`config.mk`:
```
export PLATFORM = sky130hd
export DESIGN_NAME = prio_enc_pipe
export DESIGN_NICKNAME = d
export VERILOG_FILES = /design/src/rtl/prio_enc_pipe.sv
export SDC_FILE = /design/constraint.sdc
export NUM_CORES = 1
export LEC_CHECK = 0
export ABC_AREA = 1
export CAP_MARGIN = 20
export CORE_AREA = 4 4 41 43
export DETAILED_ROUTE_END_ITERATION = 8
export DIE_AREA = 0 0 45 47
export DONT_BUFFER_PORTS = 1
export PLACE_DENSITY_LB_ADDON = 0.05
export SETUP_SLACK_MARGIN = 0.5
export SKIP_LAST_GASP = 1
export SYNTH_ARGS = -nofsm -noshare
export SYNTH_HDL_FRONTEND = slang
export SYNTH_SLANG_ARGS = --single-unit
```
`constraint.sdc`:
```
create_clock -name clock -period 1 [get_ports clock]
set_input_delay 0.2 -clock clock [delete_from_list [all_inputs] [get_ports clock]]
set_output_delay 0.2 -clock clock [all_outputs]
set_load 0.02 [all_outputs]
```
`src/rtl/prio_enc_pipe.sv`:
```
// Priority encoder with one registered output stage and valid/ready flow control.
// Define PRIO_ENC_PIPE_RR_EN for round-robin arbitration; fixed highest-index priority otherwise.
module prio_enc_pipe #(
    parameter int unsigned OUT_SIZE = 4,
    parameter int unsigned IN_SIZE  = 1 << OUT_SIZE
) (
    input  logic                clock,
    input  logic                reset_n,
    input  logic                enable,
    input  logic [IN_SIZE-1:0]  req,
    input  logic                out_ready,
    output logic                out_valid,
    output logic [OUT_SIZE-1:0] out_code,
    output logic [IN_SIZE-1:0]  out_onehot
);

    logic                valid_q, valid_d;
    logic [OUT_SIZE-1:0] code_q, code_d;
    logic [OUT_SIZE-1:0] ptr_q, ptr_d;
    logic [OUT_SIZE-1:0] sel;
    logic                hit;
    logic                load;
    logic                stall;

    always_comb begin : select
        sel = '0;
        hit = |req;
`ifdef PRIO_ENC_PIPE_RR_EN
        begin : rr_search
            logic [OUT_SIZE-1:0] idx;
            logic                found;
            idx   = '0;
            found = 1'b0;
            // Offset IN_SIZE wraps back to ptr itself, so a sole requester at ptr wins again.
            for (int unsigned k = 1; k <= IN_SIZE; k++) begin
                idx = ptr_q + OUT_SIZE'(k);
                if (!found && req[idx]) begin
                    sel   = idx;
                    found = 1'b1;
                end
            end
        end
`else
        for (int unsigned i = 0; i < IN_SIZE; i++) begin
            if (req[i]) begin
                sel = OUT_SIZE'(i);
            end
        end
`endif
    end

`ifndef PRIO_ENC_PIPE_RR_EN
    logic unused_ptr;
    assign unused_ptr = ^ptr_q;
`endif

    assign stall = valid_q && !out_ready;
    assign load  = enable && (!valid_q || out_ready);

    always_comb begin : next_state
        valid_d = valid_q;
        code_d  = code_q;
        ptr_d   = ptr_q;
        if (load) begin
            valid_d = hit;
            code_d  = hit ? sel : '0;
            if (hit) begin
                ptr_d = sel;
            end
        end else if (!stall) begin
            // Disabled and not stalled: drain the output and go idle.
            valid_d = 1'b0;
            code_d  = '0;
        end
    end

    always_ff @(posedge clock or negedge reset_n) begin
        if (!reset_n) begin
            valid_q <= 1'b0;
            code_q  <= '0;
            ptr_q   <= '1;
        end else begin
            valid_q <= valid_d;
            code_q  <= code_d;
            ptr_q   <= ptr_d;
        end
    end

    assign out_valid  = valid_q;
    assign out_code   = code_q;
    assign out_onehot = valid_q ? (IN_SIZE'(1) << code_q) : '0;

endmodule

```
==> impl_results.md <==
- Outcome: finished, violations left
- Failing checks: negative setup slack
- Placer's final routability congestion estimate: 0.7185
- Adder and majority cell fraction of the synthesized area: 0%
- Via-to-Cell Ratio: 5.252
- Area overhead of the layout relative to synthesis: 129.3%
- Peak VDD IR: 689.1 uV
- Overall die area: 2115 um^2
- Number of port buffers: 0
- Final-report setup violation count: 26
- Worst Hold Class: in -> reg
- Switching power: 0.5435 mW
- Placement row count: 13
- Antenna violations before repair: 0
- Switching power share of the total: 44.30%
- Detailed Routing Iterations Pass 1: 3
- Clock buffer count from CTS: 3
- Class of the most critical setup path: reg -> out
- Number of synthesized flops with an enable pin: 0
- Crit path max fanout: 6
- Largest net degree at the start of global routing: 9
- Sequential Power Share: 24.2%
- DRC: 0
- Dpl ws: -0.1166 ns
- Cell variety after synth: 11
- Grt total ovfl: 0
- Fraction of registers with async set/reset: 100.0%
- CTS clock-pin slew for the worst setup and hold paths: 0.05 ns
- Gate Count Post-Synth: 95
- Final Max Tran Viols: 0
- Max_cap viols: 0
- DP Wirelength: 1248 um
- Dominant combinational cell family by area after synthesis: simple AND/OR/NAND/NOR gates
- Fraction of power consumed by the clock network: 19.6%
- Sort of element at the start of the critical path: flop
- Relative contribution of combinational cells to total power: 56.2%
- Post-synth top area cell: sky130_fd_sc_hd__dfrtp_1
- Top-count cell post-synth: sky130_fd_sc_hd__nand2_1
- Ports: 41
- Critical path data arrival time: 1.18 ns
- Wire length per cell: 15.65 um
- Required time at the worst-slack endpoint: 0.80 ns
- Xor and xnor area share after synthesis: 0%
- Number of flip-flops and latches in the synthesized netlist: 5
- Simple-Gate Fraction of Synth Area: 50.77%
- Vias post-DR: 772
- Number of clock sinks: 5
- Hold Fails Final Rpt: 0
- Finished Layout Cells: 147
- Achievable Freq: 0.7255 GHz
- Aggregate routed wire length: 2300 um
- Top cell type's share of synthesized area: 25.51%
- Leading post-synthesis cells by instance count: sky130_fd_sc_hd__nand2_1 (27), sky130_fd_sc_hd__nor2_1 (23), sky130_fd_sc_hd__inv_1 (14), sky130_fd_sc_hd__nand3_1 (11), sky130_fd_sc_hd__inv_2 (7)
- Number of global-route vias before repair: 667
- Top_reg_cell synth: sky130_fd_sc_hd__dfrtp_1
- Die width: 45 um
- Tightest Pin Transition: 0.3131 ns
- Mean Syn Cell Area: 5.163 um^2
- Min cycle time layout: 1.378 ns
- Setup repair after global routing missed its margin: true
- Worst-case clock skew: 0.008322 ns
- Number of cells after detailed placement: 124
- Number of nets still failing antenna checks after routing: 0
- GRT Util Overall: 20.78%
- Internal cell power: 0.6835 mW
- Global-route wire length before repair: 3029 um
- CTS tree: yes
- Total nets after synthesis: 115
- Proportion of layout cells with a drive suffix above 1: 62.88%
- Final worst-path cycle share: 137.8%
- Maximum level of the CTS H-tree: 1
- Max transition margin: 78.93%
- Register area share after synthesis: 25.51%
- Cell types with the largest area share after synthesis: sky130_fd_sc_hd__dfrtp_1 (26%), sky130_fd_sc_hd__nand2_1 (21%), sky130_fd_sc_hd__nor2_1 (18%), sky130_fd_sc_hd__nand3_1 (11%), sky130_fd_sc_hd__inv_1 (11%)
- Area inside the core boundary: 1301 um^2
- Height of the chip: 47 um
- Clock latency at the later pin of the worst-skew pair: 0.25 ns
- Leak Pwr: 0.4903 nW
- Final setup slack of the worst path: -0.3783 ns
- Cell area after technology mapping: 490.5 um^2
- Worst Hold Slack: 0.1674 ns
- Post-synthesis compound-gate area fraction: 7.653%
- Starting utilization of the core area: 37.69%
- Synth warnings: 0
- Crit end category: output port
- Power density over cell area: 1091 nW/um^2
- Worst-case clock buffer depth: 2
- Share of synthesized area spent on multiplexers: 0%
- Cell chosen for the clock root: sky130_fd_sc_hd__clkbuf_4
- Iteration-0 DRC Markers: 4
- Number of nets in the final layout: 153
- # diodes: 0
[repair_timing]
action | CTS | global route
endpoints found under the setup margin | 26 | 26
resized for setup | 20 | 13
pin swaps | 13 | 7
hold buffers | 1 | 0
buffers inserted | 12 | 6
endpoints found under the hold margin | 5 | 0
[final timing paths]
path | startpoint | endpoint | slack [ns] | depth (start not counted)
worst max-delay path | out_code[2] | out_onehot[8] | -0.38 | 3
worst min-delay path | req[15] | out_code[0] | 0.17 | 4
worst max register to register | out_valid | out_code[3] | -0.24 | 8
worst min register to register | out_code[0] | out_code[0] | 0.74 | 3
max in group asynchronous | reset_n | out_code[0] | 0.54 | 1
min in group asynchronous | reset_n | out_code[3] | 0.24 | 1
[cell type report]
type	instances	area [um^2]
multi-input combinational	69	555.5
timing repair buffer	33	291.5
fill	64	176.4
sequential	5	131.4
inverter	21	101.3
clock buffer	4	26.28
tap	15	18.77
[placed cells by master (no fill, tap or decap), types with 2 or more instances in the layout]
| cell | count |
|---|---|
| sky130_fd_sc_hd__nand2_1 | 23 |
| sky130_fd_sc_hd__buf_4 | 21 |
| sky130_fd_sc_hd__nor2_4 | 17 |
| sky130_fd_sc_hd__buf_6 | 11 |
| sky130_fd_sc_hd__inv_1 | 10 |
| sky130_fd_sc_hd__nand3_4 | 6 |
| sky130_fd_sc_hd__nor2_1 | 6 |
| sky130_fd_sc_hd__inv_2 | 5 |
| sky130_fd_sc_hd__dfrtp_2 | 5 |
| sky130_fd_sc_hd__clkinv_4 | 3 |
| sky130_fd_sc_hd__inv_4 | 3 |
| sky130_fd_sc_hd__nand3_1 | 3 |
| sky130_fd_sc_hd__clkbuf_4 | 3 |
| sky130_fd_sc_hd__nand2_8 | 2 |
| sky130_fd_sc_hd__nand3_2 | 2 |
| sky130_fd_sc_hd__o21ai_1 | 2 |
| sky130_fd_sc_hd__o21ai_2 | 2 |
[layer usage]
metal / part of all wire [%] / global-route usage, %
met5: 0 / 0
met1: 36 / 20.46
met3: 7.4 / 3.448
met4: 3.1 / 17.54
met2: 53 / 37.85
[sequential cells by signal (all words and copies together), names as in the netlist]
register / cells
out_code: 4
out_valid: 1
[metrics by stage]
stage | cell area [um^2] | total power, mW | util, % | setup TNS, ns
after global placement | 810.8 | 0.7085 | 62.31 | -1.314
after CTS | 1044 | 1.130 | 80.19 | -6.382
final | 1125 | 1.227 | 86.44 | -7.271
after global routing | 1125 | 1.282 | 86.44 | -8.150
after floorplan | 686.9 | 0.5991 | - | -1.559
after detailed placement | 810.8 | 0.7189 | 62.31 | -1.521
[power by group through the flow]
stage / logic [mW] / clock network [mW] / registers, mW
detailed placement: 0.432 / 0 / 0.287
global route: 0.728 / 0.252 / 0.302
global placement: 0.423 / 0 / 0.285
floorplan: 0.290 / 0 / 0.310
finish: 0.690 / 0.240 / 0.297
CTS: 0.595 / 0.242 / 0.294
[logic make-up (layout without fill, tap and decap cells)]
group	Yosys count	in the layout
compound gates	7	7
buf+inv	21	58
flops	5	5
simple gates	62	62
[critical path: stages (launching register included)]
cell and delay, ns:
sky130_fd_sc_hd__dfrtp_2 0.47, sky130_fd_sc_hd__clkinv_4 0.13, sky130_fd_sc_hd__nand3_4 0.12, sky130_fd_sc_hd__nor2_4 0.21
Power figures use the tool's default switching activity.
